**config.mk**
```make
export PLATFORM = sky130hd
export DESIGN_NAME = id_ex_stage
export DESIGN_NICKNAME = d
export VERILOG_FILES = /design/src/rtl/id_ex_stage.sv
export SDC_FILE = /design/constraint.sdc
export NUM_CORES = 1
export LEC_CHECK = 0
export BUFFER_PORTS_ARGS = -buffer_cell sky130_fd_sc_hd__buf_4
export CAP_MARGIN = 0
export CORE_AREA = 5 5 121 123
export CTS_CLUSTER_DIAMETER = 200
export DETAILED_ROUTE_END_ITERATION = 10
export DIE_AREA = 0 0 126 128
export GPL_TIMING_DRIVEN = 0
export PLACE_DENSITY = 0.76
export SLEW_MARGIN = 20
export SYNTH_ARGS = -nofsm -noshare
export SYNTH_HDL_FRONTEND = slang
export SYNTH_SLANG_ARGS = --single-unit
```
**constraint.sdc**
```tcl
create_clock -name clk -period 2.51 [get_ports clk]
set_input_delay 0.6275 -clock clk [delete_from_list [all_inputs] [get_ports clk]]
set_output_delay 0.6275 -clock clk [all_outputs]
set_load 0.02 [all_outputs]
```
**src/rtl/id_ex_stage.sv**
```systemverilog
// ID/EX pipeline register with operand forwarding and load-use hazard detection.
// Optional stall/flush performance counters are compiled in when ID_EX_PERF_EN is defined.
module id_ex_stage #(
  parameter int DATA_W = 32,
  parameter int CTRL_W = 8
) (
  input  logic              clk,
  input  logic              rst,
  input  logic              id_valid,
  input  logic [4:0]        id_rs,
  input  logic [4:0]        id_rt,
  input  logic [4:0]        id_rd,
  input  logic [DATA_W-1:0] id_imm,
  input  logic              id_reg_we,
  input  logic              id_mem_read,
  input  logic [CTRL_W-1:0] id_ctrl,
  input  logic [DATA_W-1:0] rf_data_a,
  input  logic [DATA_W-1:0] rf_data_b,
  input  logic              exm_we,
  input  logic [4:0]        exm_wa,
  input  logic [DATA_W-1:0] exm_wd,
  input  logic              mwb_we,
  input  logic [4:0]        mwb_wa,
  input  logic [DATA_W-1:0] mwb_wd,
  input  logic              flush,
  output logic              stall,
  output logic              ex_valid,
  output logic [DATA_W-1:0] ex_op_a,
  output logic [DATA_W-1:0] ex_op_b,
  output logic [DATA_W-1:0] ex_imm,
  output logic [4:0]        ex_rs,
  output logic [4:0]        ex_rt,
  output logic [4:0]        ex_rd,
  output logic              ex_reg_we,
  output logic              ex_mem_read,
  output logic [CTRL_W-1:0] ex_ctrl
`ifdef ID_EX_PERF_EN
  ,
  output logic [31:0]       perf_stall_cnt,
  output logic [31:0]       perf_flush_cnt
`endif
);

  logic [DATA_W-1:0] fwd_a;
  logic [DATA_W-1:0] fwd_b;
  logic              hz;
  logic              bubble;

  // r0 is hardwired, so a zero source register never takes a forwarded value.
  always_comb begin
    fwd_a = rf_data_a;
    if (id_rs != 5'd0) begin
      if (exm_we && exm_wa == id_rs)      fwd_a = exm_wd;
      else if (mwb_we && mwb_wa == id_rs) fwd_a = mwb_wd;
    end
  end

  always_comb begin
    fwd_b = rf_data_b;
    if (id_rt != 5'd0) begin
      if (exm_we && exm_wa == id_rt)      fwd_b = exm_wd;
      else if (mwb_we && mwb_wa == id_rt) fwd_b = mwb_wd;
    end
  end

  always_comb begin
    hz = id_valid && ex_valid && ex_mem_read && ex_reg_we && (ex_rd != 5'd0) &&
         ((ex_rd == id_rs) || (ex_rd == id_rt));
    // Reset masks stall so a pending load-use cycle is dropped rather than held.
    stall  = hz && !flush && !rst;
    bubble = flush || hz || !id_valid;
  end

  always_ff @(posedge clk) begin
    if (rst || bubble) begin
      ex_valid    <= 1'b0;
      ex_op_a     <= '0;
      ex_op_b     <= '0;
      ex_imm      <= '0;
      ex_rs       <= '0;
      ex_rt       <= '0;
      ex_rd       <= '0;
      ex_reg_we   <= 1'b0;
      ex_mem_read <= 1'b0;
      ex_ctrl     <= '0;
    end else begin
      ex_valid    <= 1'b1;
      ex_op_a     <= fwd_a;
      ex_op_b     <= fwd_b;
      ex_imm      <= id_imm;
      ex_rs       <= id_rs;
      ex_rt       <= id_rt;
      ex_rd       <= id_rd;
      ex_reg_we   <= id_reg_we;
      ex_mem_read <= id_mem_read;
      ex_ctrl     <= id_ctrl;
    end
  end

`ifdef ID_EX_PERF_EN
  always_ff @(posedge clk) begin
    if (rst) begin
      perf_stall_cnt <= '0;
      perf_flush_cnt <= '0;
    end else begin
      if (stall && perf_stall_cnt != '1) perf_stall_cnt <= perf_stall_cnt + 32'd1;
      if (flush && perf_flush_cnt != '1) perf_flush_cnt <= perf_flush_cnt + 32'd1;
    end
  end
`endif

endmodule

```
### Word-level counts from Yosys, hierarchy flattened

Cells that the tools add are included.

* register bits after elaboration: 122
* input port bits: 201
* output and inout bits: 123
* word-level logic and storage cells: 44

* equality and inequality tests: 6
* muxes and demuxes: 7
* reductions and logical operators: 21

Operators by type and width (count)
* two-way mux 32 bit: 6
* equality test 5 bit: 6
* nonzero test 5 bit: 3
* logical AND 1 bit: 11
* logical OR 1 bit: 4
* logical NOT 1 bit: 3
* two-way mux 1 bit: 1

### Longest topological paths before layout

* depth after elaboration: 9
* depth in mapped cells: 8
* depth with buffers taken out: 6

### Worst setup path before layout

No wires, ideal clock.

* path type: input -> output
* start point: input port id_rs[2]
* end point: output port stall
* data arrival time: 1.758 ns
* data required time: 1.882 ns
* path slack: 0.125 ns
* stages on the path: 4
* path buffers: 0
* path through: xor2_1 > nor3_1 > a22oi_1 > nor4_1

* cells in the longest elaborated chain, start to end: 5

RTL lines
* start: declaration: RTL line 10 `input logic [4:0] id_rs,`
* equality test 5 bit: RTL line 68 `((ex_rd == id_rs) || (ex_rd == id_rt));`
* logical OR 1 bit: RTL line 68
* logical AND 1 bit: RTL line 67 `hz = id_valid && ex_valid && ex_mem_read && ex_reg_we && (ex_rd != 5'd0) &&`
* logical AND 1 bit (2 in a row): RTL line 70 `stall = hz && !flush && !rst;`
* end: declaration: RTL line 26 `output logic stall,`

No other way between the ends.

### Worst setup path after layout

* start point: input port id_rs[3]
* end point: register ex_op_a[11]

* cells in the longest elaborated chain, start to end: 6
* elaborated cells on any way between the ends: 14
* those cells by class: eq/ne (3); mux (3); reduce/logical (8)

RTL lines
* branches (longest 6 deep; another with two-way mux 32 bit)
* end signal: assignment: RTL line 88 `ex_op_a <= fwd_a;`
* end: declaration: RTL line 28 `output logic [DATA_W-1:0] ex_op_a,`

Parallel ways; which one is timed is not known.
A chain may end at the register's enable or synchronous reset.

==> results.py <==
metrics = {
    "timing": {
        "rsz0062_at_grt": "false",
        "fin_ws_ns": 0.171,
        "period_needed_ns": 2.34,
        "finalMaxSlewViolations": 0,
        "setup_viol": 0,
        "finClkSkew_ns": 0.00954,
        "min_period_over_period_pct": 93.2,
        "slew_headroom_pct": 47.7,
        "fmax_mhz": 428,
        "hold_viol": 0,
        "fin_tns_setup_ns": 0,
        "hold_slack_ns": 0.410,
        "worst_pin_slew_ns": 0.784,
    },
    "critical_path": {
        "slowest_delay_ns": 0.39,
        "required_ns": 2.81,
        "cp-start-kind": "input port",
        "r2r_slack_ns": 0.26,
        "worst_setup_path_end_kind": "flop",
        "cp_top_family": "simple AND/OR/NAND/NOR gates",
        "crit_fanout": 10,
        "critPathKind": "in2reg",
        "ff2ff_path_depth": 6,
        "cpMaxStageDelayCell": "nor4_1",
        "worstPathCellList": "buf_4 -> xor2_1 -> nor4_1 -> and3_1 -> clkbuf_1 -> clkbuf_2 -> a221oi_1 -> nor4_2",
        "critical_path_buf_inv_count": 3,
        "arrival_ns": 2.63,
        "cp.depth": 8,
    },
    "global_routing": {
        "met1_usage_pct": 29.3,
        "grt_use_met2_pct": 46.7,
        "grt_pass1_wl_mm": 33.4,
        "grtUsageMet3_pct": 10.3,
        "track_usage_pct": 26.6,
        "grt-ovfl-total": 0,
        "grt_pass1_vias": 6036,
        "busiest_layer": "met2",
        "grt_max_degree": 17,
        "antenna_found_initial": 0,
    },
    "placed_design": {
        "gp_congestion": 0.872,
        "pre_cts_ws_ns": -0.465,
        "portBuffers": 323,
        "place_hpwl_mm": 17.4,
        "placedCellCount": 1092,
        "place_area_mm2": 0.00812,
    },
    "clock_tree": {
        "cts_resized": 2,
        "cts_tree": "yes",
        "cts_setup_buffers": 0,
        "cts_buffers": 17,
        "cts.clk_slew.worst_paths_ns": 0.06,
        "postCtsHoldBufs": 0,
        "htree_num_levels": 4,
        "cts-root-buf": "clkbuf_16",
        "clock_latency_ns": 0.42,
        "cts_sinks": 122,
        "ctsLongestPathBuffers": 2,
    },
    "cells_and_area": {
        "stdcell_area_mm2": 0.00878,
        "final_common_cell": "buf_4",
        "fin_cells": 1124,
        "drive_gt1_share_pct": 43.9,
        "num_antenna_cells": 0,
        "area_growth_pct": 60.6,
        "layout_common_cells": "buf_4, dfxtp_1, and2_1",
        "utilization_pct": 64.7,
        "nNetsFinal": 1132,
    },
    "die": {
        "pin_count": 324,
        "coreArea_mm2": 0.0136,
        "die_y_um": 128,
        "die_area_mm2": 0.0161,
        "die_x_um": 126,
        "start_util_pct": 40.3,
        "rows": 43,
    },
    "run_status": {
        "status": "complete, no violations",
    },
    "routing": {
        "drt_wl_total_mm": 22.5,
        "dr_total_vias": 6126,
        "drt-initial-drc-count": 618,
        "firstDrtPassIters": 5,
        "vias_per_cell": 5.45,
        "drtAntennaViolNets": 0,
        "routedWlPerCell_um": 20.0,
        "drc": 0,
    },
    "synthesis": {
        "ys_seq_area_share_pct": 44.7,
        "ys_seq_elements": 122,
        "syn-num-nets": 790,
        "ys.warnings.count": 0,
        "synth_top_area_share_pct": 44.7,
        "async_reset_ff_share_pct": 0,
        "synth-edff-count": 0,
        "yosys.area.top_type": "dfxtp_1",
        "netlist_instances": 589,
        "ys_top_cells_by_area": "dfxtp_1, and2_1, a221oi_2",
        "syn_area_per_cell_um2": 9.28,
        "synthFlopType": "dfxtp_1",
        "synth_area_mm2": 0.00547,
        "ys_types": 25,
    },
    "worst_hold_path": {
        "hold_depth": 2,
        "hp-class": "in2reg",
    },
    "power_and_ir_drop": {
        "p_per_area_mw_per_mm2": 610,
        "ir_drop_mv": 0.650,
        "finalPower_mw": 5.36,
        "leakagePower_nw": 3.92,
    },
    "job": {
        "max-cap-violations": 0,
    },
}
==> state kept, by name (all words and copies together), names as in the netlist <==
register	flops
ex_ctrl	8
ex_imm	32
ex_mem_read	1
ex_op_a	32
ex_op_b	32
ex_rd	5
ex_reg_we	1
ex_rs	5
ex_rt	5
ex_valid	1
==> per-layer routing <==
metal	part of all wire (%)	wire, um
met2	51	11400
met5	0	0
met4	2.9	660
met1	35	7970
met3	11	2460
==> final cells by class <==
type,instances,area [um^2]
Fill cell,1136,4780
Multi-Input combinational cell,408,2770
Sequential cell,122,2440
Timing Repair Buffer,323,2420
Clock buffer,22,484
Buffer,58,282
Tap cell,180,225
Clock inverter,10,140
Inverter,1,3.75
==> worst register-to-register path: cells and delay by family (launching register included) <==
kind / cells / cell delay [ns]
buf+inv: 2 / 0.54
compound gates: 2 / 0.27
simple gates: 2 / 0.97
flops: 1 / 0.35
==> cells in the mapped netlist (3+ instances only) <==
cell type / count
nand2_1: 4
xnor2_1: 12
nor2_1: 70
nor4_1: 67
buf_6: 6
a221oi_1: 28
nand3_1: 4
xor2_1: 18
nor3_1: 68
a221oi_2: 36
buf_2: 6
buf_1: 3
dfxtp_1: 122
and2_1: 91
clkbuf_1: 42
==> where the power goes <==
group          internal [mW]  leakage (nW)  switching, mW
Clock                   1.67         0.298          0.898
Sequential              1.99         0.993         0.0192
Combinational          0.413          2.63          0.367
Total                   4.07          3.92           1.28
==> path summary, 6_finish.rpt <==
path,startpoint,to
hold / removal,id_imm[14],ex_imm[14]
setup / recovery,id_rs[3],ex_op_a[11]
hold reg to reg,ex_rd[0],ex_valid
setup reg to reg,ex_rd[1],ex_op_b[11]
==> kinds of logic after synthesis <==
| logic type | count (synthesis) | share of synthesized area (%) |
|---|---|---|
| AND/OR/NAND/NOR | 311 | 30.8 |
| buffers and inverters | 59 | 5.04 |
| AO/OA/AOI/OAI | 67 | 14.7 |
| XOR/XNOR | 30 | 4.81 |
| flip-flops | 122 | 44.7 |
Power figures use the tool's default switching activity.
